==> config.mk <==
export PLATFORM = sky130hd
export DESIGN_NAME = dffnq_serial_deser
export DESIGN_NICKNAME = d
export VERILOG_FILES = /design/src/rtl/dffnq_serial_deser.sv
export SDC_FILE = /design/constraint.sdc
export NUM_CORES = 1
export LEC_CHECK = 0
export ABC_CLOCK_PERIOD_IN_PS = 3000
export CAP_MARGIN = 20
export CELL_PAD_IN_SITES_DETAIL_PLACEMENT = 1
export CELL_PAD_IN_SITES_GLOBAL_PLACEMENT = 2
export CORE_MARGIN = 4
export CORE_UTILIZATION = 40
export DETAILED_ROUTE_END_ITERATION = 12
export PLACE_DENSITY_LB_ADDON = 0.1
export SLEW_MARGIN = 20
export SYNTH_ARGS = -nofsm -noshare
export SYNTH_HDL_FRONTEND = slang
export SYNTH_SLANG_ARGS = --single-unit
==> constraint.sdc <==
create_clock -name i_clkn -period 3 [get_ports i_clkn]
set_input_delay 0.3 -clock i_clkn [delete_from_list [all_inputs] [get_ports i_clkn]]
set_output_delay 0.3 -clock i_clkn [all_outputs]
set_load 0.005 [all_outputs]
==> src/rtl/dffnq_serial_deser.sv <==
// dffnq_serial_deser: falling-edge serial-to-parallel capture with a 2-entry word buffer.
// Latency: a word is visible on o_q/o_q_valid right after the falling edge that carries its last bit.
// Backpressure: o_q_valid/i_q_ready handshake; a word completing into a full buffer with no pop is dropped and sets o_overrun.
//
// Optional feature macro: DFFNQ_DESER_PARITY_EN. When it is defined, each word carries one
// extra even-parity bit after the data bits, and o_q_perr flags the head word. When it is
// undefined, no parity logic is built and o_q_perr is tied to 0.
//
// Ports:
//   i_clkn     clock; all state updates on the falling edge
//   i_rst      asynchronous reset, active-high
//   i_d        serial data bit, LSB first
//   i_frame    high on the edge that carries bit 0 of a word (also resyncs a partial word)
//   o_q        head-of-buffer word
//   o_q_valid  buffer non-empty
//   i_q_ready  consumer pops the head when o_q_valid && i_q_ready at a falling edge
//   o_q_perr   parity error flag of the head word
//   o_overrun  sticky: a completed word was dropped
//   i_clr_ovr  clears o_overrun (a new drop on the same edge wins)
module dffnq_serial_deser #(
  parameter int WIDTH = 8
) (
  input  logic             i_clkn,
  input  logic             i_rst,
  input  logic             i_d,
  input  logic             i_frame,
  output logic [WIDTH-1:0] o_q,
  output logic             o_q_valid,
  input  logic             i_q_ready,
  output logic             o_q_perr,
  output logic             o_overrun,
  input  logic             i_clr_ovr
);

`ifdef DFFNQ_DESER_PARITY_EN
  localparam int PAR = 1;
`else
  localparam int PAR = 0;
`endif
  localparam int LEN = WIDTH + PAR;         // serial bits per word
  localparam int CW  = $clog2(WIDTH + 1);   // bit counter width
  localparam int EW  = WIDTH + PAR;         // buffer entry: data plus optional error flag

  typedef enum logic {S_IDLE, S_SHIFT} state_t;

  state_t          r_state;
  logic [CW-1:0]   r_bitcnt;
  logic [LEN-1:0]  r_sh;
  logic [LEN-1:0]  w_full;
  logic [EW-1:0]   w_entry;
  logic            w_push;
  logic            w_pop;
  logic            w_drop;
  logic [1:0]      r_cnt;
  logic [EW-1:0]   r_e0;
  logic [EW-1:0]   r_e1;
  logic            r_ovr;

  // Shift register with the current bit merged in at the counter position;
  // on the completing edge this is the whole word.
  always_comb begin
    w_full = r_sh;
    for (int i = 0; i < LEN; i++) begin
      if (r_bitcnt == CW'(i)) w_full[i] = i_d;
    end
  end

  assign w_push = (r_state == S_SHIFT) && !i_frame && (r_bitcnt == CW'(LEN - 1));
  assign w_pop  = (r_cnt != 2'd0) && i_q_ready;
  assign w_drop = w_push && (r_cnt == 2'd2) && !w_pop;

`ifdef DFFNQ_DESER_PARITY_EN
  // Even parity over data plus parity bit; the flag is stored with its word.
  assign w_entry  = {^w_full, w_full[WIDTH-1:0]};
  assign o_q_perr = r_e0[WIDTH];
`else
  assign w_entry  = w_full;
  assign o_q_perr = 1'b0;
`endif

  assign o_q       = r_e0[WIDTH-1:0];
  assign o_q_valid = (r_cnt != 2'd0);
  assign o_overrun = r_ovr;

  // Framing FSM
  always_ff @(negedge i_clkn or posedge i_rst) begin
    if (i_rst) begin
      r_state  <= S_IDLE;
      r_bitcnt <= '0;
      r_sh     <= '0;
    end else begin
      case (r_state)
        S_IDLE: begin
          if (i_frame) begin
            r_sh     <= {{(LEN-1){1'b0}}, i_d};
            r_bitcnt <= CW'(1);
            r_state  <= S_SHIFT;
          end
        end
        default: begin
          if (i_frame) begin
            // Resync: partial word silently discarded, this edge is bit 0.
            r_sh     <= {{(LEN-1){1'b0}}, i_d};
            r_bitcnt <= CW'(1);
          end else if (w_push) begin
            r_sh     <= w_full;
            r_bitcnt <= '0;
            r_state  <= S_IDLE;
          end else begin
            r_sh     <= w_full;
            r_bitcnt <= r_bitcnt + CW'(1);
          end
        end
      endcase
    end
  end

  // 2-entry in-order buffer: r_e0 is the head. r_e0 keeps its value when the
  // buffer drains so o_q holds the last word.
  always_ff @(negedge i_clkn or posedge i_rst) begin
    if (i_rst) begin
      r_cnt <= 2'd0;
      r_e0  <= '0;
      r_e1  <= '0;
      r_ovr <= 1'b0;
    end else begin
      case (r_cnt)
        2'd0: begin
          if (w_push) begin
            r_e0  <= w_entry;
            r_cnt <= 2'd1;
          end
        end
        2'd1: begin
          if (w_push && w_pop) begin
            r_e0 <= w_entry;
          end else if (w_pop) begin
            r_cnt <= 2'd0;
          end else if (w_push) begin
            r_e1  <= w_entry;
            r_cnt <= 2'd2;
          end
        end
        default: begin
          if (w_pop) begin
            r_e0 <= r_e1;
            if (w_push) r_e1 <= w_entry;
            else        r_cnt <= 2'd1;
          end
        end
      endcase

      if (w_drop)         r_ovr <= 1'b1;
      else if (i_clr_ovr) r_ovr <= 1'b0;
    end
  end

endmodule

==> results of run 1 <==
layout by cell type, fill, tap and decap left out, drive strengths merged, types with 2 or more instances in the layout:
| master | n |
|---|---|
| nand2b | 4 |
| a221oi | 2 |
| mux2i | 25 |
| dfrtn | 32 |
| nand3b | 5 |
| buf | 32 |
| dlygate4sd2 | 9 |
| nor3b | 4 |
| nand2 | 5 |
| dlymetal6s2s | 2 |
| clkdlybuf4s50 | 3 |
| clkbuf | 6 |
| o2bb2ai | 7 |
| a21oi | 2 |
| a21o | 2 |
| or3b | 2 |
| a211oi | 18 |
| inv | 12 |
| ha | 4 |
| nor2b | 5 |
| nor2 | 12 |
| a2111oi | 2 |
state kept, by name, summed over array words and instances, names as in the netlist:
register and cells:
r_cnt 2, o_overrun 1, r_state 1, o_q 8
r_e1 8, r_bitcnt 4, r_sh 8
per-stage QoR:
stage	util	worst slack [ns]	TNS, ns	std cells	instance area, sq um
2_1_floorplan	-	0.0498	0	172	1800
3_3_place_gp	0.497	-0.336	-5.99	249	2160
3_5_place_dp	0.497	-0.362	-6.14	249	2160
4_1_cts	0.534	0.00145	0	266	2330
5_1_grt	0.535	0.0135	0	266	2330
6_report	0.535	0.0592	0	266	2330
per-layer routing:
metal / global-route usage / part of all wire / routed length (microns)
met4: 0.0583 / 0.012 / 57
met5: 0 / 0 / 0
met2: 0.323 / 0.51 / 2350
met1: 0.234 / 0.46 / 2120
met3: 0.0320 / 0.025 / 117
final timing paths:
path | startpoint | endpoint | slack [ns]
max | r_cnt[1] | o_q_valid | 0.06
min | r_sh[0] | r_sh[0] | 0.46
max reg2reg | r_bitcnt[0] | r_cnt[0] | 1.18
min reg2reg | r_sh[0] | r_sh[0] | 0.46
max in group asynchronous | i_rst | r_state | 1.05
min in group asynchronous | i_rst | r_sh[6] | 1.74
Yosys cell counts:
library cell / count
ha_1: 4
conb_1: 1
buf_1: 2
xor2_1: 1
mux2i_1: 25
o21ai_0: 1
or3_1: 1
a211oi_4: 1
nand3b_1: 5
o2bb2ai_1: 7
nor4_2: 1
xnor2_1: 1
a2bb2oi_1: 1
a2111oi_0: 2
a21oi_1: 2
clkbuf_1: 9
or3b_1: 1
nand4_1: 1
dfrtn_1: 32
o22ai_1: 1
nand2_1: 5
a211oi_1: 17
nor2_1: 12
buf_2: 1
nand2b_1: 4
a21o_1: 2
o2111ai_1: 1
mux2_1: 1
or4_1: 1
buf_4: 1
or2_2: 1
o221ai_1: 1
inv_1: 12
a22o_1: 1
nor2b_1: 5
or3b_4: 1
nor3b_1: 4
and3b_1: 1
a221oi_1: 2
cells by family (layout without fill, tap and decap cells):
kind of cell,count (synthesis),in the layout
flip-flops,32,32
adder cells (fa/ha/maj),4,4
AO/OA/AOI/OAI,39,39
XOR/XNOR,2,2
buffers and inverters,25,67
multiplexers,26,26
other,1,1
AND/OR/NAND/NOR,43,43
final cells by class:
class / count / area [sq um]
clock inverters: 2 / 35.0
repair buffers: 47 / 409
fillers: 490 / 2020
flip-flops and latches: 32 / 801
multi-input cells: 115 / 903
clock buffers: 6 / 72.6
inverters: 12 / 45.0
well taps: 52 / 65.1
power groups by stage:
| stage | combinational, uW | clock [uW] | sequential [uW] |
|---|---|---|---|
| floorplan | 225 | 0 | 593 |
| global placement | 418 | 0 | 608 |
| detailed placement | 433 | 0 | 619 |
| CTS | 503 | 419 | 585 |
| global route | 544 | 437 | 598 |
| finish | 493 | 407 | 585 |
timing repair:
action | CTS | global route
gates cloned | 0 | 0
pin swaps | 1 | 0
setup buffers | 9 | 0
resized for setup | 11 | 2
setup endpoints to repair | 19 | 2
==> results.sh, run 1 <==
export IMPL_syn_mean_instance_area_sq_um=10.5
export IMPL_intPower_uw=1040
export IMPL_rsz0062_at_grt="false"
export IMPL_die_area_sq_um=5650
export IMPL_clock_tree_buffer_depth=2
export IMPL_synth_top_area_share=0.444
export IMPL_worst_pin_slew_ns=0.558
export IMPL_netlist_cell_type_count=39
export IMPL_cp_start_kind="register"
export IMPL_path_cells="or2_2 -> clkdlybuf4s15_1"
export IMPL_initial_utilization=0.414
export IMPL_min_path_cells=1
export IMPL_grt_overflow=0
export IMPL_htreeDepth=2
export IMPL_drtIter0Drc=35
export IMPL_crit_buf_inv=1
export IMPL_place_gp_congestion=0.717
export IMPL_drc_errors=0
export IMPL_syn_inst=172
export IMPL_r2r_cells=5
export IMPL_sequentialPowerShare=0.394
export IMPL_synthMuxAreaShare=0.145
export IMPL_switching_power_uw=448
export IMPL_irDropWorstVdd_mv=0.287
export IMPL_synth_compound_area_share=0.175
export IMPL_slowest_delay_ns=0.34
export IMPL_wirelength_microns=4650
export IMPL_wire_per_inst_microns=17.5
export IMPL_worstHoldPathType="register to register"
export IMPL_synthXorXnorAreaFrac=0.00972
export IMPL_crit_family="flip-flops"
export IMPL_synth_seq_area_share=0.444
export IMPL_grt_pass1_vias=1531
export IMPL_synth_seq_cells=32
export IMPL_power_leakage_uw=0.00110
export IMPL_power_frac_comb=0.332
export IMPL_synth_area_sq_um=1800
export IMPL_portBuffers=15
export IMPL_crit_cells=2
export IMPL_cts_root_buf="clkbuf_8"
export IMPL_grt_total_usage=0.186
export IMPL_pin_count=17
export IMPL_arrival_ns=2.64
export IMPL_critPathKind="register to primary output"
export IMPL_drtPass1Iterations=4
export IMPL_pwr_share_clk=0.274
export IMPL_synth_area_top_cells="dfrtn_1, mux2i_1, a211oi_1, o2bb2ai_1, ha_1"
export IMPL_drive_gt1_frac=0.201
export IMPL_power_density_nw_per_um2=637
export IMPL_synth_top_family_by_area="compound AO/OA/AOI/OAI gates"
export IMPL_syn_nets=182
export IMPL_grt_start_max_net_pins=33
export IMPL_area_growth_pct=29.3
export IMPL_antenna_cells=0
export IMPL_antenna_found_initial=0
export IMPL_holdWs_ns=0.461
export IMPL_clock_latency_ns=0.29
export IMPL_synthSimpleGateAreaFrac=0.142
export IMPL_setup_viol=0
export IMPL_grt_pass1_wl_microns=7800
export IMPL_end_kind="primary output"
export IMPL_p_sw_frac=0.302
export IMPL_crit_fanout=2
export IMPL_total_power_uw=1490
export IMPL_fin_worst_skew_ns=0.00492
export IMPL_vias=1446
export IMPL_yosysTopAreaCell="dfrtn_1"
export IMPL_fp_row_count=24
export IMPL_cts_tree="yes"
export IMPL_ys_warn_count=0
export IMPL_relSlewSlack=0.627
export IMPL_cts_hold_buf=0
export IMPL_cts_buffers=5
export IMPL_max_cap_violations=0
export IMPL_die_h_microns=75.1
export IMPL_cts_sinks=32
export IMPL_coreArea_sq_um=4350
export IMPL_path_clk_slew_ns=0.05
export IMPL_nNetsFinal=223
export IMPL_dp_hpwl_microns=3270
export IMPL_drv_slew=0
export IMPL_routed_via_density=5.44
export IMPL_cp_slowest_cell="dfrtn_1"
export IMPL_die_width_microns=75.1
export IMPL_postRouteAntennaNets=0
export IMPL_final_hold_violation_count=0
export IMPL_status="completed"
export IMPL_synthAdderAreaFrac=0.0278
export IMPL_worstPathRequired_ns=2.70
No activity file was read; power rests on OpenSTA's default activity.
==> run 2: changes to the inputs <==
CTS_CLUSTER_DIAMETER = 120   (was not set)
==> results of run 2 <==
Final layout, timing and power as in run 1 (identical DEF).
==> run 3: changes to the inputs <==
CTS_CLUSTER_SIZE = 14   (was not set)
==> results of run 3 <==
Final layout, timing and power as in run 1 (identical DEF).
